$ cat config.mk
export PLATFORM = sky130hd
export DESIGN_NAME = axis_frame_arbiter
export DESIGN_NICKNAME = d
export VERILOG_FILES = /design/src/rtl/axis_frame_arbiter.sv
export SDC_FILE = /design/constraint.sdc
export NUM_CORES = 1
export LEC_CHECK = 0
export CAP_MARGIN = 40
export CORE_MARGIN = 1.5
export CORE_UTILIZATION = 44
export CTS_CLUSTER_DIAMETER = 50
export DETAILED_ROUTE_END_ITERATION = 8
export GPL_TIMING_DRIVEN = 0
export PLACE_DENSITY = 0.78
export SYNTH_ARGS = -nofsm -noshare
export SYNTH_HDL_FRONTEND = slang
export SYNTH_SLANG_ARGS = --single-unit
$ cat constraint.sdc
create_clock -name clk -period 2.1 [get_ports clk]
set_clock_uncertainty 0.1 [all_clocks]
set_input_delay 0.63 -clock clk [delete_from_list [all_inputs] [get_ports clk]]
set_output_delay 0.63 -clock clk [all_outputs]
set_load 0.02 [all_outputs]
$ cat src/rtl/axis_frame_arbiter.sv
// Two-input AXIS frame arbiter: grants one source per frame and holds it until that
// frame's tlast handshake, muxing the granted source onto the master port with zero latency.
module axis_frame_arbiter #(
  parameter int unsigned width     = 8,
  parameter bit          rr_mode   = 1'b1,
  parameter int unsigned cnt_width = 16
) (
  input  logic                 clk,
  input  logic                 rst,
  input  logic [width-1:0]     s0_axis_tdata,
  input  logic                 s0_axis_tvalid,
  input  logic                 s0_axis_tlast,
  output logic                 s0_axis_tready,
  input  logic [width-1:0]     s1_axis_tdata,
  input  logic                 s1_axis_tvalid,
  input  logic                 s1_axis_tlast,
  output logic                 s1_axis_tready,
  output logic [width-1:0]     m_axis_tdata,
  output logic                 m_axis_tvalid,
  output logic                 m_axis_tlast,
  input  logic                 m_axis_tready,
  output logic                 sel,
  output logic                 busy,
  output logic [cnt_width-1:0] s0_frame_cnt,
  output logic [cnt_width-1:0] s1_frame_cnt
);

  typedef enum logic [1:0] {
    IDLE = 2'd0,
    GNT0 = 2'd1,
    GNT1 = 2'd2
  } state_t;

  state_t state;
  logic   last_grant;
  logic   req_c;
  logic   pick1_c;
  logic   done0_c;
  logic   done1_c;

  // s1 wins when it is the only requester, or under round-robin when s0 had the last grant
  assign req_c   = s0_axis_tvalid | s1_axis_tvalid;
  assign pick1_c = s1_axis_tvalid & (~s0_axis_tvalid | (rr_mode & ~last_grant));
  assign done0_c = (state == GNT0) & s0_axis_tvalid & m_axis_tready & s0_axis_tlast;
  assign done1_c = (state == GNT1) & s1_axis_tvalid & m_axis_tready & s1_axis_tlast;

  always_ff @(posedge clk) begin
    if (rst) begin
      state        <= IDLE;
      sel          <= 1'b0;
      last_grant   <= 1'b1;
      s0_frame_cnt <= '0;
      s1_frame_cnt <= '0;
    end else begin
      unique case (state)
        IDLE: begin
          if (req_c) begin
            state      <= pick1_c ? GNT1 : GNT0;
            sel        <= pick1_c;
            last_grant <= pick1_c;
          end
        end
        GNT0: begin
          if (done0_c) begin
            state        <= IDLE;
            s0_frame_cnt <= s0_frame_cnt + cnt_width'(1);
          end
        end
        GNT1: begin
          if (done1_c) begin
            state        <= IDLE;
            s1_frame_cnt <= s1_frame_cnt + cnt_width'(1);
          end
        end
        default: state <= IDLE;
      endcase
    end
  end

  // Granted source is passed straight through; everything is quiet while idle
  always_comb begin
    m_axis_tdata   = '0;
    m_axis_tvalid  = 1'b0;
    m_axis_tlast   = 1'b0;
    s0_axis_tready = 1'b0;
    s1_axis_tready = 1'b0;
    busy           = 1'b0;
    unique case (state)
      GNT0: begin
        m_axis_tdata   = s0_axis_tdata;
        m_axis_tvalid  = s0_axis_tvalid;
        m_axis_tlast   = s0_axis_tlast;
        s0_axis_tready = m_axis_tready;
        busy           = 1'b1;
      end
      GNT1: begin
        m_axis_tdata   = s1_axis_tdata;
        m_axis_tvalid  = s1_axis_tvalid;
        m_axis_tlast   = s1_axis_tlast;
        s1_axis_tready = m_axis_tready;
        busy           = 1'b1;
      end
      default: ;
    endcase
  end

endmodule

# After elaboration in Yosys (flattened, before gate mapping)
# Cells that the tools add are included.
# W data, S select, Z words.
totals:
  elab_cells: 40
  regBits: 36
  out_inout_bits: 46
  in_bits: 23
classes:
  n_bitwise: 11
  n_eq_ne: 5
  addsub: 2
  mux: 11
  reduce_logical: 6
ops:
  columns: ["cell", "count"]
  rows:
  - ["$add A16 B1 Y16 const B", 2]
  - ["$pmux W8 S2", 1]
  - ["$mux W2", 4]
  - ["$and A1 B1 Y1", 7]
  - ["$ne A2 B2 Y1 const B", 3]
  - ["$pmux W2 S3", 1]
  - ["$reduce_and A2 Y1", 3]
  - ["$pmux W1 S2", 2]
  - ["$mux W1", 3]
  - ["$reduce_and A3 Y1", 1]
  - ["$eq A2 B1 Y1 const B", 1]
  - ["$eq A2 B2 Y1 const B", 1]
  - ["$logic_not A2 Y1", 1]
  - ["$not A1 Y1", 2]
  - ["$or A1 B1 Y1", 2]
  - ["$reduce_or A2 Y1", 1]

# Logic depth before layout (Yosys ltp)
# Gate-level depths: netlist (run 1).
logic_depth:
  ltp_word: 6
  depth_mapped: 7
  mapped_depth_nobuf: 6

# Least setup slack after synthesis (run 1)
# No wires, ideal clock.
synth_timing:
  path_type: "reg-to-output"
  start: "register state[0]"
  end: "output m_axis_tdata[0]"
  slack_ns: 0.070
  required_ns: 1.370
  arrival_ns: 1.300
  stages_incl_launch_ff: 6
  cell_sequence: "dfxtp_1 > inv_1 > ha_1 > clkbuf_1 > a22oi_1 > nor2b_1"
synth_via:
  elab_chain_len: 2
  word_cells_on_any_way: 3
synth_rtl:
  columns: ["element", "line_no", "source"]
  rows:
  - ["start, declared", "34", "state_t state;"]
  - ["start signal, assigned", "58", "state <= pick1_c ? GNT1 : GNT0;"]
  - ["$eq A2 B2 Y1 / $eq A2 B1 Y1 (equally long branches)", "88", "unique case (state)"]
  - ["$pmux W8 S2 *", "88", null]
  - ["end, declared", "18", "output logic [width-1:0] m_axis_tdata,"]
# Mark *: on every way between the ends. The rest lies on a longest branch, timed or not.

# Worst setup path after layout (run 1)
layout_timing:
  start: "input s1_axis_tdata[6]"
  end: "output m_axis_tdata[6]"
layout_via:
  elab_chain_len: 1
layout_rtl:
  columns: ["element", "line_no", "source"]
  rows:
  - ["start, declared", "14", "input logic [width-1:0] s1_axis_tdata,"]
  - ["$pmux W8 S2", "88", null]
# No other way between the ends.

==> results of run 1 <==
[layout by cell type, fill, tap and decap left out, types with 3 or more instances in the layout]
cell	instances
dfxtp_1	34
nor2_1	24
clkdlybuf4s50_1	24
a21oi_1	16
dlymetal6s2s_1	16
xnor2_1	15
nand2_1	14
buf_4	14
dlygate4sd2_1	13
or3_1	11
a22oi_2	10
nor2b_1	10
nand3_1	10
o21ai_0	9
clkbuf_1	7
nor4_1	7
inv_1	7
nand4_1	6
clkbuf_8	6
nor3_1	4
and4_1	4
buf_8	3
clkbuf_2	3
ha_4	3
[routing by layer]
| layer | part of all wire | vias to the layer above | GRT usage | wire [um] |
|---|---|---|---|---|
| met5 | 0 | - | 0 | 0 |
| met4 | 0.012 | 0 | 0.0663 | 60 |
| met3 | 0.062 | 7 | 0.0667 | 303 |
| met2 | 0.49 | 68 | 0.370 | 2390 |
| met1 | 0.44 | 873 | 0.275 | 2120 |
| li1 | - | 954 | - | - |
[power by group through the flow]
stage | clock, mW | combinational [mW] | sequential (mW)
final | 0.499 | 0.504 | 0.726
after global routing | 0.543 | 0.541 | 0.727
after CTS | 0.512 | 0.493 | 0.724
after detailed placement | 0 | 0.380 | 0.728
after global placement | 0 | 0.375 | 0.727
after floorplan | 0 | 0.221 | 0.731
[registers in the layout, summed over array words and instances (netlist names)]
name / cells
last_grant: 1
s1_frame_cnt: 16
s0_frame_cnt: 16
sel: 1
state: 2
[worst min-delay path by stage]
stage / end / slack [ns] / cells after the start
floorplan: state[0]$_SDFFE_PP0P_ / 0.36 / 2
global placement: s1_frame_cnt[15]$_SDFFE_PP0P_ / 0.37 / 2
detailed placement: s0_frame_cnt[15]$_SDFFE_PP0P_ / 0.37 / 2
CTS: s0_frame_cnt[15]$_SDFFE_PP0P_ / 0.38 / 2
global route: s0_frame_cnt[15]$_SDFFE_PP0P_ / 0.42 / 2
finish: s0_frame_cnt[15]$_SDFFE_PP0P_ / 0.38 / 2
[what timing repair did]
action | CTS | global route
buffers inserted | 4 | 1
endpoints found under the setup margin | 38 | 39
cloned | 2 | 0
pin swaps | 15 | 9
resized for setup | 109 | 27
[worst reg2reg max path: stages (launching register included)]
cell	delay [ns]
dfxtp_4	0.37
inv_4	0.07
ha_4	0.17
buf_6	0.11
nand4_1	0.08
buf_4	0.18
or3_1	0.42
or3_1	0.32
a21oi_1	0.14
[final cells by class]
type                       count  area (um2)
buffer                         9        68.8
clock buffer                   8        90.1
fill                         313        1140
inverter                       9        38.8
multi-input combinational    167        1140
sequential                    36         728
tap                           50        62.6
timing repair buffer          74         727
[kinds of logic after synthesis]
family	synth area share
compound gates	0.143
buf+inv	0.0371
xor+xnor	0.0818
mux	0.0110
flops	0.396
fa+ha+maj	0.0344
simple gates	0.296
==> summary by stage, run 1 <==
Run status
The flow ran to the end, but the final reports show violations. The final reports fail on setup timing.

STA
The tightest hold margin is 0.379 ns. The time the final worst path needs with I/O delays and setup is 2.18 ns. The tightest slew margin relative to the limit is 0.642. The number of endpoints with negative hold slack in the final report is 0.

The fmax is 458 MHz. For the pin with the worst max-slew slack, the measured transition is 0.538 ns. Setup repair after global routing could not meet its margin everywhere. Dividing the final minimum period by the clock period gives 1.04. Setup violations remaining at the end of the flow were counted as 10.

After layout, the worst setup slack is -0.0841 ns. The final-report max-slew violation count came to 0. After routing, the total negative slack on setup checks comes to -0.376 ns.

Min path
The beginning of the worst hold path is s0_frame_cnt[15]$_SDFFE_PP0P_. In this run the worst hold path is classified as reg2reg.

Global route
The largest net degree at the start of global routing is 12. The via count of the first global-routing pass is 1803. The first global-routing pass estimated 7790 um of wire. The number of antenna violations at the first check in global routing was 0. The combined global-route utilization of all metal layers is 0.221. After global routing the overflow that remains totals 0.

Power
In this run the static leakage power is 1.20 nW. The proportion of total power due to net switching is 0.285. The relative contribution of sequential cells to total power is 0.420.

The power spent charging and discharging nets is 0.492 mW. Of the total power, combinational logic draws 0.291. The worst-case vdd ir drop is 0.000548 V. Dividing total power by cell area gives a power density of 605 nW/um2.

Power comes to 1.73 mW. The cell-internal power is 1.24 mW. The clock network power share is 0.289.

Critical path
For the worst flop-to-flop path, the logic depth is 8. The launching element of the worst setup path is s1_axis_tdata[6]. The worst setup path is launched from a primary input. The delay of the slowest cell on the worst path is 0.47 ns. For the worst setup path, the data arrival time is 1.45 ns. The critical path crosses 4 cells after its start point. The critical path is of the in2out type. The capturing point of the worst reg2reg path is s0_frame_cnt[12]$_SDFFE_PP0P_. The critical path ends at m_axis_tdata[6]. The kind of cell with the highest combined delay along the critical path is buffers and inverters. The worst register-to-register path has a setup slack of 0.08 ns. For the worst setup path, the data required time is 1.37 ns. In this run the critical register-to-register path is launched from state[1]$_SDFFE_PP0P_. The signal on the critical path passes through clkdlybuf4s50_1 > a22oi_2 > nor2b_1 > buf_4. The worst setup path is captured at an output port. The largest fanout on the critical path is 1. The worst path buffer plus inverter count is 2. The slowest stage cell on the critical path is clkdlybuf4s50_1.

Drt
After detailed routing, the number of vias per cell comes to 5.39. For this run, design rule violations remaining after detail routing come to 0. The residual antenna-violating net count after detailed routing is 0. The total via count in the routed design is 1902. The number of violations reported at the end of detailed-routing iteration 0 is 112. The final wirelength is 4880 um. The wire length per cell after detailed routing is 13.8 um. The number of detailed-route iterations in the first pass is 4.

Synth
Ranked by instance count, the synthesized netlist is headed by 36 x dfxtp_1, 24 x nor2_1, 16 x a21oi_1. After synthesis, the share of flip-flops with an asynchronous set or reset is 0. The sequential fraction of the synthesis area is 0.396. The synthesized instance count is 221. Sorting the synthesized cells by area gives the leading types as dfxtp_1 40%, xnor2_1 7.2%, nor2_1 5.0%, a21oi_1 4.4%, a22oi_1 4.1%. The netlist area before placement is 1820 um2. The most used flip-flop cell after synthesis is dfxtp_1. Yosys mapped a number of flops with a built-in enable equal to 0. Counting flops and latches in the post-synthesis netlist gives 36. The mean area per synthesized cell is 8.23 um2. The number of nets handed over by synthesis was 249. The most used standard cell by instance count after synthesis is dfxtp_1. The top cell type's share of synthesized area is 0.396. The yosys synthesis warning count is 0. The biggest area consumer among synthesized cells is dfxtp_1.

The count of distinct cell types in the synthesized netlist is 32.

Floorplan
The overall die area is 4530 um2. The area inside the core boundary is 4000 um2. The placement row count is 23. Pin placement for this block handled 69 I/O pins. The initial core utilization is 0.455.

The width of the die is 67.3 um. In this run the vertical extent of the chip is 67.3 um.

Layout
The finished cells cover 2860 um2. The core occupancy in the finished layout is 0.714. The layout overhead on the synthesized area is 57.0%. The post-route non-filler standard cell count is 353. For this run, the post-layout net count is 330. Of the cells placed in the final design, the portion with a size suffix greater than 1 is 0.182.

The antenna cell count is 0.

Placed design
OpenSTA, run right after detailed placement, puts the worst setup slack at -0.701 ns. At the end of routability-driven placement, the weighted congestion stood at 0.766. The number of placed instances, taps included is 338. The area after detailed placement is 2550 um2. The count of buffers added on input and output ports is 67. Detailed placement finished with a half-perimeter wire length of 3370 um.

Clock network
The clock tree from TritonCTS is done. Clock-pin slew was measured on the worst setup and hold paths at 0.07 ns. The number of buffers added to fix hold violations after cts is 0.

The H-tree generated during clock tree synthesis spans 2 levels. The worst-skew pair later-pin latency is 0.28 ns. The number of sinks on the clock net is 36.

The cell at the root of the clock tree is clkbuf_8. The clock passes through at most 2 buffers. Buffers inserted during clock tree synthesis total 5.

Flow run
The number of max-capacitance violations reported is 0.
No activity file was read; power rests on OpenSTA's default activity.
==> run 2: changes to the inputs <==
--- a/config.mk
+++ b/config.mk
@@ -6,12 +6,14 @@
 export NUM_CORES = 1
 export LEC_CHECK = 0
 export CAP_MARGIN = 40
+export CELL_PAD_IN_SITES_DETAIL_PLACEMENT = 0
+export CELL_PAD_IN_SITES_GLOBAL_PLACEMENT = 1
 export CORE_MARGIN = 1.5
-export CORE_UTILIZATION = 44
+export CORE_UTILIZATION = 31
 export CTS_CLUSTER_DIAMETER = 50
 export DETAILED_ROUTE_END_ITERATION = 8
 export GPL_TIMING_DRIVEN = 0
-export PLACE_DENSITY = 0.78
+export PLACE_DENSITY = 0.77
 export SYNTH_ARGS = -nofsm -noshare
 export SYNTH_HDL_FRONTEND = slang
 export SYNTH_SLANG_ARGS = --single-unit
==> run 2 against run 1 <==
  * The run still ends with setup timing left
  * Clock power grew 3%
  * Routed wire length grew 3.0%
  * Sequential power is essentially flat
  * Power grew 1.4%
  * Utilization shrank 19 points
  * Worst setup slack gained 0.0086 ns
  * First-iteration DRC count shrank 27%
  * Die area grew 40%
  * Sequential share of layout area shrank 0.44 points
==> summary by stage, run 2 (same netlist as run 1, synthesis figures left out) <==
Layout
The number of nets in the layout is 330. The share of final-layout standard cells stronger than drive strength 1 is 0.205. Counting the fill cells in the layout gives 552.

After routing the design area is 2910 um2. In the final layout, the multi-input gates occupy 1170 um2. In the layout the commonest cells are 34 x dfxtp_1, 26 x clkdlybuf4s50_1, 24 x nor2_1. For this run, the share of the core covered by cells in the final layout is 0.521.

The largest registers in the layout are s0_frame_cnt (16), s1_frame_cnt (16), state (2). The leading cell type in the layout, fill and taps excluded is dfxtp_1. The layout overhead on the synthesized area is 59.8%. Registers take 728 um2. The finished layout holds 375 standard cells, fillers aside. The antenna cell count is 0.

Min path
The worst hold path belongs to the class reg2reg.

Critical path
In this run the critical register-to-register path is launched from state[1]$_SDFFE_PP0P_. STA classifies the critical path startpoint as a primary input. The launching element of the worst setup path is s1_axis_tdata[4]. The worst setup slack for register-to-register paths is 0.04 ns. The endpoint kind of the worst setup timing path is an output port. The data required time of the worst path is 1.37 ns.

The destination of the critical timing path is m_axis_tdata[4]. The endpoint identified for the worst register-to-register timing path is state[1]$_SDFFE_PP0P_. The largest fanout on the critical path is 1. Data arrives at the worst endpoint at 1.45 ns. The class of the most critical setup path is in2out. The logic depth of the worst register-to-register path is 9.

Clock network
The H-tree was split into 2 levels. The clock passes through at most 2 buffers. In this run, post-CTS hold repair placed 0 buffers. The tree built by TritonCTS fans out to 36 sinks. Clock latency on the worst-skew pair, taken at its later pin, is 0.29 ns. Clock-pin slew was measured on the worst setup and hold paths at 0.07 ns.

Counting the buffers created by CTS gives 5. The cell at the root of the clock tree is clkbuf_8. The clock tree from TritonCTS is done.

Placed design
Before CTS, the worst setup slack after placement is -0.705 ns. The area after detailed placement is 2580 um2. The count of input and output buffers is 67. The detailed placement HPWL is 3460 um. The number of placed instances, taps included, is 360.

At the end of routability-driven placement, the weighted congestion stood at 0.687.

Power
Across the VDD grid, the largest voltage drop is 0.000298 V. The post-layout total power is 1.75 mW. Dividing total power by cell area gives a power density of 603 nW/um2.

For this design the static power due to leakage is 1.16 nW.

STA
The final setup violation count is 9. The tightest slew margin relative to the limit is 0.620. Across all setup checks in the final design, the least slack found is -0.0755 ns. Dividing the final minimum period by the clock period gives 1.04. For the pin with the worst max-slew slack, the measured transition is 0.569 ns. Summed over all failing endpoints, the final setup total negative slack is -0.368 ns. The tightest hold margin is 0.375 ns. Setup repair after global routing could not meet its margin everywhere. The final-report max-slew violation count is 0. The fmax is 460 MHz. The number of endpoints with negative hold slack in the final report is 0. The time the final worst path needs with I/O delays and setup is 2.18 ns.

Drt
The final layout contains routed wiring with a total length of 5020 um. The wire length per cell after detailed routing is 13.4 um. The number of violations reported at the end of detailed-routing iteration 0 is 82.

The final route contains 1908 vias. The pre-antenna-repair detailed-routing pass consisted of 4 iterations. Once detail routing completed, the nets flagged for antenna violations numbered 0. The routed via count divided by cell count is 5.09. The count of unresolved DRC violations after routing is 0.

Global route
The via count of the first global-routing pass came to 1810. Entering global routing, the biggest net connects 12 pins. The combined global-route utilization of all metal layers is 0.166. The number of antenna violations at the first check in global routing came to 0. The overall overflow remaining after global route is 0.

The first global-routing pass estimated 8360 um of wire.

Floorplan
In this run the core area contains 27 standard-cell rows. The die is 79.6 um wide. The initial core utilization is 0.326.

The number of ports placed on the die boundary is 69. The die is 79.6 um tall. The floorplan step defined a die boundary enclosing 6340 um2. The floorplan step defined a core boundary enclosing 5570 um2.

Run status
The run finished, with violations left. The checks that failed: setup timing.

Flow run
The tool flagged a number of max-cap violations equal to 0.
[run 2: cell type report]
class | instances | share of cell area
plain buffers | 9 | 0.0245
clock buffers | 6 | 0.0284
clock inverters | 2 | 0.00344
inverters | 9 | 0.0133
multi-input cells | 167 | 0.403
flip-flops and latches | 36 | 0.251
well taps | 72 | 0.0310
repair buffers | 74 | 0.246
[run 2: where the power goes]
part | switching, mW | total [mW] | internal, mW
sequential | 0.0227 | 0.725 | 0.703
combinational | 0.240 | 0.513 | 0.273
clock | 0.254 | 0.516 | 0.262
[run 2: worst min path at each step]
stage | startpoint | to | slack (ns) | cells after the start
6_report | s0_frame_cnt[15]$_SDFFE_PP0P_ | s0_frame_cnt[15]$_SDFFE_PP0P_ | 0.38 | 2
5_1_grt | s0_frame_cnt[15]$_SDFFE_PP0P_ | s0_frame_cnt[15]$_SDFFE_PP0P_ | 0.40 | 2
4_1_cts | s0_frame_cnt[15]$_SDFFE_PP0P_ | s0_frame_cnt[15]$_SDFFE_PP0P_ | 0.39 | 2
3_5_place_dp | s0_frame_cnt[15]$_SDFFE_PP0P_ | s0_frame_cnt[15]$_SDFFE_PP0P_ | 0.38 | 2
3_3_place_gp | s1_frame_cnt[15]$_SDFFE_PP0P_ | s1_frame_cnt[15]$_SDFFE_PP0P_ | 0.37 | 2
2_1_floorplan | state[0]$_SDFFE_PP0P_ | state[0]$_SDFFE_PP0P_ | 0.36 | 2
[run 2: what timing repair did]
item | 4_1_cts | 5_1_grt
buffers inserted | 3 | 2
pin swaps | 13 | 15
gates cloned | 2 | 0
gates resized for setup | 109 | 36
setup endpoints to repair | 43 | 40
[run 2: worst max-delay path, stage by stage]
cell and delay (ns):
clkdlybuf4s50_1 0.41, a22oi_2 0.18, nor2b_1 0.06, buf_4 0.15
[run 2: per-layer routing]
metal  share of wire  track usage  wire (um)
met5               0            0          0
met4           0.015       0.0632         73
met3           0.044       0.0331        221
met2            0.48        0.278       2420
met1            0.46        0.207       2310
==> run 3: changes to the inputs <==
--- a/config.mk
+++ b/config.mk
@@ -5,7 +5,6 @@
 export SDC_FILE = /design/constraint.sdc
 export NUM_CORES = 1
 export LEC_CHECK = 0
-export CAP_MARGIN = 40
 export CELL_PAD_IN_SITES_DETAIL_PLACEMENT = 0
 export CELL_PAD_IN_SITES_GLOBAL_PLACEMENT = 1
 export CORE_MARGIN = 1.5
==> results of run 3 <==
Same layout as run 2: the final DEF is identical, and so are final timing and power.
==> RTL edit: new RTL, settings of run 3 <==
Reset style: asynchronous (`rst`), changed in one clocked block.
--- a/src/rtl/axis_frame_arbiter.sv
+++ b/src/rtl/axis_frame_arbiter.sv
@@ -44,7 +44,7 @@
   assign done0_c = (state == GNT0) & s0_axis_tvalid & m_axis_tready & s0_axis_tlast;
   assign done1_c = (state == GNT1) & s1_axis_tvalid & m_axis_tready & s1_axis_tlast;
 
-  always_ff @(posedge clk) begin
+  always_ff @(posedge clk or posedge rst) begin
     if (rst) begin
       state        <= IDLE;
       sel          <= 1'b0;
Behaviour: differs if rst is asserted again (counterexample within 4 cycles, from zero or initial values and one cycle with rst high); with rst held inactive, the same outputs for 10 cycles.
==> RTL edit against run 3 <==
The flow still finishes with violations (negative setup slack); routed wire length down 18%; utilization up 1.3 points; design area up 3.1%; synthesized area up 0.96%; setup slack worse by 0.052 ns; critical path depth unchanged; die area up 0.93%; via count down 20%; sequential cell count unchanged; critical path type unchanged.
Power is not compared: it rests on default switching activity, and its combinational part moved more than twofold at a synthesized area within 25%.
==> RTL edit: results <==
set metrics [dict create \
    synth_edf_count 0 \
    dr_total_vias 1528 \
    grt_first_pass_wirelength_um 7160 \
    place_area_sq_um 2630 \
    hold_ws_ns 0.375 \
    endpoint "m_axis_tlast" \
    drt-initial-drc-count 23 \
    seq_area_frac_synth 0.491 \
    arrival_ns 1.50 \
    setup-violations-final 11 \
    reg2reg_to "s1_frame_cnt[9]$_DFFE_PP0P_" \
    slowest_delay_ns 0.54 \
    min_to "s1_frame_cnt[15]$_DFFE_PP0P_" \
    syn_nets 195 \
    synth_commonest_cells "35 x dfrtp_1, 21 x xnor2_1, 19 x nand2_1" \
    internal-power_mw 1.92 \
    fin_nets 280 \
    synthTopCellsByArea "dfrtp_1 48%, xnor2_1 10%, xor2_1 4.3%" \
    fin_ws_ns -0.128 \
    hold_path_depth 1 \
    post_cts_buffers 5 \
    multiInputGateArea_sq_um 1020 \
    io_buffers 68 \
    routed-wl-met2_um 1920 \
    post-place-ws_ns -0.725 \
    cts_resized 104 \
    reg2reg_depth 8 \
    violations "negative setup slack" \
    worstReg2RegStart "state[0]$_DFFE_PP0P_" \
    wl_met3_um 323 \
    final_layout_size_suffix_gt1_frac 0.273 \
    synth_warnings 0 \
    grtUsageMet3 0.0526 \
    met2_usage 0.239 \
    hpwl_um 2930 \
    use_met1 0.172 \
    synth_cell_types 28 \
    gp_congestion 0.710 \
    startpoint "s0_axis_tlast" \
    fin_cells 325 \
    async_flop_share 1.00 \
    tns_ns -0.889 \
    run_status "complete, but fails checks" \
    drt-total-wl_um 4120 \
    track_usage 0.144 \
]
RTL edit: cells by family (layout without fill, tap and decap cells):
family          after synthesis  in the layout  share of synthesized area
mux                           1              1                    0.00613
flops                        36             36                      0.491
simple gates                 68             68                      0.238
xor+xnor                     30             30                      0.143
buf+inv                       9             95                     0.0184
compound gates               18             18                     0.0688
fa+ha+maj                     5              5                     0.0341
RTL edit: worst reg2reg max path, cell delays in order (launching register included):
cell	delay [ns]
dfrtp_1	0.42
inv_2	0.13
ha_4	0.17
buf_4	0.11
buf_4	0.11
nand4_4	0.16
nor3_4	0.33
and4_1	0.24
xor2_1	0.14
RTL edit: layout make-up:
class	instances	area share
multi-input cells	122	0.340
flip-flops and latches	36	0.301
repair buffers	78	0.262
clock buffers	7	0.0321
well taps	72	0.0301
plain buffers	2	0.0167
clock inverters	1	0.0100
inverters	7	0.00876
